## src/rtl/alu_result_stage_pkg.sv

```systemverilog
`default_nettype none
// ------------------------------------------------------------------
// alu_result_stage_pkg : shared ALU widths, opcodes, stage states
// Revision: 1.0
// ------------------------------------------------------------------
package alu_result_stage_pkg;

  localparam int ALU_WIDTH   = 8;
  localparam int ALU_NUM_OPS = 8;
  localparam int ALU_OP_W    = $clog2(ALU_NUM_OPS);

  localparam logic [ALU_OP_W-1:0] OP_ADD  = 3'd0;
  localparam logic [ALU_OP_W-1:0] OP_SUB  = 3'd1;
  localparam logic [ALU_OP_W-1:0] OP_AND  = 3'd2;
  localparam logic [ALU_OP_W-1:0] OP_OR   = 3'd3;
  localparam logic [ALU_OP_W-1:0] OP_XOR  = 3'd4;
  localparam logic [ALU_OP_W-1:0] OP_NOT  = 3'd5;
  localparam logic [ALU_OP_W-1:0] OP_NAND = 3'd6;
  localparam logic [ALU_OP_W-1:0] OP_SHL  = 3'd7;

  localparam logic [1:0] ST_EMPTY = 2'd0;
  localparam logic [1:0] ST_ONE   = 2'd1;
  localparam logic [1:0] ST_FULL  = 2'd2;

  typedef struct packed {
    logic [ALU_OP_W-1:0]  op;
    logic [ALU_WIDTH-1:0] result;
    logic                 z;
    logic                 n;
    logic                 p;
  } alu_entry_t;

endpackage
`default_nettype wire

```

## src/rtl/alu_result_stage_if.sv

```systemverilog
`default_nettype none
// ------------------------------------------------------------------
// alu_result_stage_if : operation bus in, flagged result out
// Revision: 1.0
// ------------------------------------------------------------------
interface alu_result_stage_if
  import alu_result_stage_pkg::*;
#(
  parameter int WIDTH   = ALU_WIDTH,
  parameter int NUM_OPS = ALU_NUM_OPS
);
  localparam int OP_W = $clog2(NUM_OPS);

  logic                     in_valid;
  logic                     in_ready;
  logic [OP_W-1:0]          op_sel;
  logic [NUM_OPS*WIDTH-1:0] op_bus;
  logic                     out_valid;
  logic                     out_ready;
  logic [WIDTH-1:0]         result;
  logic                     flag_z;
  logic                     flag_n;
  logic                     flag_p;
  logic [OP_W-1:0]          op_out;

  modport master (
    output in_valid, op_sel, op_bus, out_ready,
    input  in_ready, out_valid, result, flag_z, flag_n, flag_p, op_out
  );

  modport slave (
    input  in_valid, op_sel, op_bus, out_ready,
    output in_ready, out_valid, result, flag_z, flag_n, flag_p, op_out
  );
endinterface
`default_nettype wire

```

## src/rtl/alu_result_stage_flag_gen.sv

```systemverilog
`default_nettype none
// ------------------------------------------------------------------
// alu_flag_gen : zero / negative / parity status of one value
// Revision: 1.0
// ------------------------------------------------------------------
module alu_flag_gen #(
  parameter int WIDTH = 8
) (
  input  logic [WIDTH-1:0] value,
  output logic             z,
  output logic             n,
  output logic             p
);
  assign z = ~|value;
  assign n = value[WIDTH-1];
  assign p = ^value;
endmodule
`default_nettype wire

```

## src/rtl/alu_result_stage.sv

```systemverilog
`default_nettype none
// ------------------------------------------------------------------
// alu_result_stage : opcode slice select, flag capture, 2-entry skid
// Revision: 1.0
// ------------------------------------------------------------------
module alu_result_stage
  import alu_result_stage_pkg::*;
#(
  parameter int WIDTH   = ALU_WIDTH,
  parameter int NUM_OPS = ALU_NUM_OPS
) (
  input  logic               clk,
  input  logic               rst_n,
  alu_result_stage_if.slave  bus
);
  localparam int OP_W = $clog2(NUM_OPS);

  typedef struct packed {
    logic [OP_W-1:0]  op;
    logic [WIDTH-1:0] result;
    logic             z;
    logic             n;
    logic             p;
  } entry_t;

  logic [1:0]       state_q, state_d;
  entry_t           main_q, main_d;
  entry_t           skid_q, skid_d;
  logic             in_ready_q, in_ready_d;
  logic [WIDTH-1:0] sel_slice;
  logic             sel_z, sel_n, sel_p;
  entry_t           new_entry;
  logic             in_fire, out_fire;

  // Unmatched selects (only possible with non-power-of-two NUM_OPS) give zero.
  always_comb begin
    sel_slice = '0;
    for (int i = 0; i < NUM_OPS; i++) begin
      if (bus.op_sel == OP_W'(i)) sel_slice = bus.op_bus[i*WIDTH +: WIDTH];
    end
  end

  alu_flag_gen #(.WIDTH(WIDTH)) u_flag_gen (
    .value (sel_slice),
    .z     (sel_z),
    .n     (sel_n),
    .p     (sel_p)
  );

  assign new_entry = '{op: bus.op_sel, result: sel_slice, z: sel_z, n: sel_n, p: sel_p};
  assign in_fire   = bus.in_valid & in_ready_q;
  assign out_fire  = (state_q != ST_EMPTY) & bus.out_ready;

  always_comb begin
    state_d = state_q;
    main_d  = main_q;
    skid_d  = skid_q;
    case (state_q)
      ST_EMPTY: begin
        if (in_fire) begin
          main_d  = new_entry;
          state_d = ST_ONE;
        end
      end
      ST_ONE: begin
        if (in_fire && out_fire) begin
          main_d = new_entry;
        end else if (in_fire) begin
          skid_d  = new_entry;
          state_d = ST_FULL;
        end else if (out_fire) begin
          state_d = ST_EMPTY;
        end
      end
      ST_FULL: begin
        if (out_fire) begin
          main_d  = skid_q;
          state_d = ST_ONE;
        end
      end
      default: state_d = ST_EMPTY;
    endcase
    // Registered ready looks ahead at the next state, keeping out_ready off the input path.
    in_ready_d = (state_d != ST_FULL);
  end

  always_ff @(posedge clk) begin
    if (!rst_n) begin
      state_q    <= ST_EMPTY;
      main_q     <= '0;
      skid_q     <= '0;
      in_ready_q <= 1'b1;
    end else begin
      state_q    <= state_d;
      main_q     <= main_d;
      skid_q     <= skid_d;
      in_ready_q <= in_ready_d;
    end
  end

  assign bus.in_ready  = in_ready_q;
  assign bus.out_valid = (state_q != ST_EMPTY);
  assign bus.result    = main_q.result;
  assign bus.flag_z    = main_q.z;
  assign bus.flag_n    = main_q.n;
  assign bus.flag_p    = main_q.p;
  assign bus.op_out    = main_q.op;
endmodule
`default_nettype wire

```

## src/flat_wrapper.sv

```systemverilog
// flat-port wrapper written by rule: the top's interface ports become plain ports
module alu_result_stage_flat import alu_result_stage_pkg::*;
#(
  parameter int WIDTH   = ALU_WIDTH,
  parameter int NUM_OPS = ALU_NUM_OPS
)
  (clk, rst_n, bus_in_valid, bus_op_sel, bus_op_bus, bus_out_ready, bus_in_ready, bus_out_valid, bus_result, bus_flag_z, bus_flag_n, bus_flag_p, bus_op_out);
  alu_result_stage_if #(.WIDTH(WIDTH), .NUM_OPS(NUM_OPS)) bus_i ();
  input  logic clk;
  input  logic rst_n;
  input wire logic [$bits(bus_i.in_valid)-1:0] bus_in_valid;
  input wire logic [$bits(bus_i.op_sel)-1:0] bus_op_sel;
  input wire logic [$bits(bus_i.op_bus)-1:0] bus_op_bus;
  input wire logic [$bits(bus_i.out_ready)-1:0] bus_out_ready;
  output wire logic [$bits(bus_i.in_ready)-1:0] bus_in_ready;
  output wire logic [$bits(bus_i.out_valid)-1:0] bus_out_valid;
  output wire logic [$bits(bus_i.result)-1:0] bus_result;
  output wire logic [$bits(bus_i.flag_z)-1:0] bus_flag_z;
  output wire logic [$bits(bus_i.flag_n)-1:0] bus_flag_n;
  output wire logic [$bits(bus_i.flag_p)-1:0] bus_flag_p;
  output wire logic [$bits(bus_i.op_out)-1:0] bus_op_out;
  assign bus_i.in_valid = bus_in_valid;
  assign bus_i.op_sel = bus_op_sel;
  assign bus_i.op_bus = bus_op_bus;
  assign bus_i.out_ready = bus_out_ready;
  assign bus_in_ready = bus_i.in_ready;
  assign bus_out_valid = bus_i.out_valid;
  assign bus_result = bus_i.result;
  assign bus_flag_z = bus_i.flag_z;
  assign bus_flag_n = bus_i.flag_n;
  assign bus_flag_p = bus_i.flag_p;
  assign bus_op_out = bus_i.op_out;
  alu_result_stage #(.WIDTH(WIDTH), .NUM_OPS(NUM_OPS)) u_core (.clk(clk), .rst_n(rst_n), .bus(bus_i));
endmodule
```

## config.mk

```make
export PLATFORM = sky130hd
export DESIGN_NAME = alu_result_stage_flat
export DESIGN_NICKNAME = d
export VERILOG_FILES = /design/src/rtl/alu_result_stage_pkg.sv /design/src/rtl/alu_result_stage_if.sv /design/src/rtl/alu_result_stage_flag_gen.sv /design/src/rtl/alu_result_stage.sv /design/src/flat_wrapper.sv
export SDC_FILE = /design/constraint.sdc
export NUM_CORES = 1
export LEC_CHECK = 0
export ABC_AREA = 1
export BUFFER_PORTS_ARGS = -buffer_cell sky130_fd_sc_hd__buf_2
export CORE_UTILIZATION = 38
export CTS_BUF_LIST = sky130_fd_sc_hd__clkbuf_8
export DETAILED_ROUTE_END_ITERATION = 8
export GPL_TIMING_DRIVEN = 0
export PLACE_DENSITY = 0.66
export SYNTH_ARGS = -nofsm -noshare
export SYNTH_HDL_FRONTEND = slang
export SYNTH_HIERARCHICAL = 1
export SYNTH_SLANG_ARGS = --single-unit
```

## constraint.sdc

```tcl
create_clock -name clk -period 2.8 [get_ports clk]
set_input_delay 0 -clock clk [delete_from_list [all_inputs] [get_ports clk]]
set_output_delay 0 -clock clk [all_outputs]
set_load 0.01 [all_outputs]
```

==> reports/metrics.yaml <==
run_status:
  status: "complete, no violations"
placed_design:
  hpwl_mm: 4.619
  io_buffers: 85
  gp_congestion: 0.8052
  dp_slack_ns: 0.5262
power:
  combPwrFrac: 0.274
  seqPwrFrac: 0.373
  total_switching_power_mw: 0.3963
  internal-power_mw: 0.9020
  p_sw_frac: 0.3052
  p_leak_nw: 1.495
  ir_drop_uv: 195.3
  power.density_nw_per_um2: 481.5
  pwr-share-clk: 0.353
die:
  die_x_um: 75.73
  core_area_um2: 5172
  start_util: 0.3994
  die-area_um2: 5735
  rows: 26
  fp.dieH_um: 75.73
  boundaryPins: 87
sta:
  finClkSkew_ns: 0.003366
  fin_crit_sh: 0.7088
  max_slew_margin: 0.6211
  worst_slew_pin_slew_ns: 0.5653
  setup_slack_ns: 0.8154
  clock.fmax_mhz: 503.9
  setup_violations: 0
  fin_crit_ns: 1.985
  holdWs_ns: 0.01344
  finalSetupTns_ns: 0
  slew_viol_final: 0
  rsz0062_at_grt: "false"
  hold_violations: 0
clock_tree:
  path_clk_slew_ns: 0.07
  cts.sinks: 31
  insertion_delay_ns: 0.29
  cts-root-buf: "clkbuf_8"
  cts_setup_buffers: 0
  ctsHoldBuffers: 0
  clock_path_buffers: 2
  cts_buffers: 5
  cts-resized-gates: 0
  cts_tree: "yes"
  htree_levels: 2
global_route:
  antenna_found_initial: 0
  grt_pass1_vias: 2197
  grt_max_degree: 11
  grt_util_all_layers: 0.2191
  grt_pass1_wl_mm: 9.425
  overflow: 0
route:
  vias: 2456
  antenna_left: 0
  via_per_inst: 4.854
  drtIter0Drc: 122
  wl_per_cell_um: 11.74
  drtPass1Iterations: 4
  drt-total-wl_mm: 5.940
  drc_errors: 0
worst_setup_path:
  criticalPathCategory: "input pin to flop"
  critPathLaunchType: "input pin"
  timing.rr.end: "u_core/bus.result[5]"
  worstSetupEndpoint: "u_core/bus.flag_p"
  rrSetupSlack_ns: 1.05
  critPathArrivalTime_ns: 2.20
  cp.required_ns: 3.01
  cp-end-kind: "flop"
  r2r-start: "u_core/state_q[1]"
  cp-startpoint: "bus_op_sel[2]"
  worstPathMaxFanout: 10
  r2r_cells: 7
finish:
  drive_above_1_share: 0.2500
  finalNetCount: 510
  layout_common_cells: "93 x nand2_1, 88 x buf_2, 51 x inv_1"
  diodes: 0
  final_common_cell: "nand2_1"
  areaGrowthSynthToFinish_pct: 30.53
run:
  maxCapViolations: 0
synth:
  ys_warn_count: 6
  synth_adder_area_share: 0.02423
  seq_area_frac_synth: 0.3004
  synth_top_cell_by_area: "dfxtp_1"
  syn_inst: 343
  synth-simple-area-share: 0.3889
  yosysUniqueCellTypes: 24
  muxShareOfSynthArea: 0
  synth_top_cell_area_share: 0.3004
  syn_area_um2: 2066
  synth_xor_area_frac: 0
  avgSynthCellArea_um2: 6.023
  synth-compound-area-share: 0.1466
  netlist_top_cells_area: "dfxtp_1 30%, nand2_1 17%, inv_1 9.3%, a21oi_1 7.0%, nor2_1 6.7%"
  ys_ff_latch: 31
  synth_top_family_by_area: "simple AND/OR/NAND/NOR gates"
  synth_nets: 418
min_path:
  holdPathStages: 3
  holdCritPathClass: "input pin to flop"
[cell usage after synthesis, drive strengths merged]
cell and number:
a21oi 29, a31oi 6, buf 8, clkbuf 6
clkinv 1, dfxtp 31, ha 4, inv 55
nand2 93, nand3 22, nand4 19, nor2 38
nor3 3, o21ai 20, o22ai 1, o31ai 1
or2 6
[logic make-up (layout without fill, tap and decap cells)]
logic type / Yosys count / in the layout
and+or+nand+nor: 181 / 181
buffers and inverters: 70 / 163
AOI/OAI and AO/OA: 57 / 57
DFF: 31 / 31
adders and majority gates: 4 / 4
[flip-flops by register name (all words and copies together), names as in the netlist]
signal / cells
u_core/skid_q: 14
u_core/bus.in_ready: 1
u_core/bus.flag_p: 1
u_core/bus.flag_n: 1
u_core/bus.op_out: 3
u_core/state_q: 2
u_core/bus.result: 8
u_core/bus.flag_z: 1
[worst min path at each step]
stage	startpoint	slack (ns)	endpoint
5_1_grt	bus_op_sel[1]	0.03	u_core/bus.op_out[1]
3_5_place_dp	bus_op_sel[1]	0.31	u_core/bus.op_out[1]
6_report	bus_op_sel[1]	0.01	u_core/bus.op_out[1]
2_1_floorplan	bus_out_ready	0.13	u_core/bus.in_ready
3_3_place_gp	bus_op_sel[1]	0.31	u_core/bus.op_out[1]
4_1_cts	bus_op_sel[1]	0.007	u_core/bus.op_out[1]
[layout make-up]
cell class	count	area (um2)
Buffer	14	78.83
Clock buffer	6	82.58
Clock inverter	2	35.03
Fill cell	550	2476
Inverter	56	210.2
Multi-Input combinational cell	242	1156
Sequential cell	31	620.6
Tap cell	70	87.58
Timing Repair Buffer	85	425.4
[routing by layer]
layer,track usage,share of wire,up-vias
met2,0.3750,0.48,57
met5,0,0,-
met4,0.07819,0.018,0
met3,0.03571,0.032,9
met1,0.2780,0.47,1104
li1,-,-,1286
[per-stage QoR]
stage	cells	total power [mW]	utilization	area [um2]
finish	506	1.298	0.5213	2696
global placement	498	0.8416	0.4985	2579
detailed placement	498	0.8474	0.4985	2579
CTS	506	1.307	0.5213	2696
floorplan	343	0.7194	-	2066
global route	506	1.380	0.5213	2696
[critical path, stage by stage]
cell and delay [ns]:
buf_2 0.13, inv_2 0.12, clkbuf_1 0.40, nand3_1 0.13, nand2_1 0.10, nor2_1 0.04, nand4_1 0.06, nand2_1 0.10
nand2_1 0.13, inv_1 0.06, ha_1 0.32, inv_1 0.09, nand2_1 0.05, nand2_1 0.05, nand2_1 0.05, nand2_1 0.11
nand2_1 0.07, a31oi_1 0.19
[power groups by stage]
stage | logic [mW] | clock network [mW] | registers (mW)
after CTS | 0.355 | 0.468 | 0.484
after global placement | 0.349 | 0 | 0.493
final | 0.356 | 0.458 | 0.484
after detailed placement | 0.353 | 0 | 0.494
after floorplan | 0.216 | 0 | 0.503
after global routing | 0.406 | 0.485 | 0.489
No activity file was read; power rests on OpenSTA's default activity.
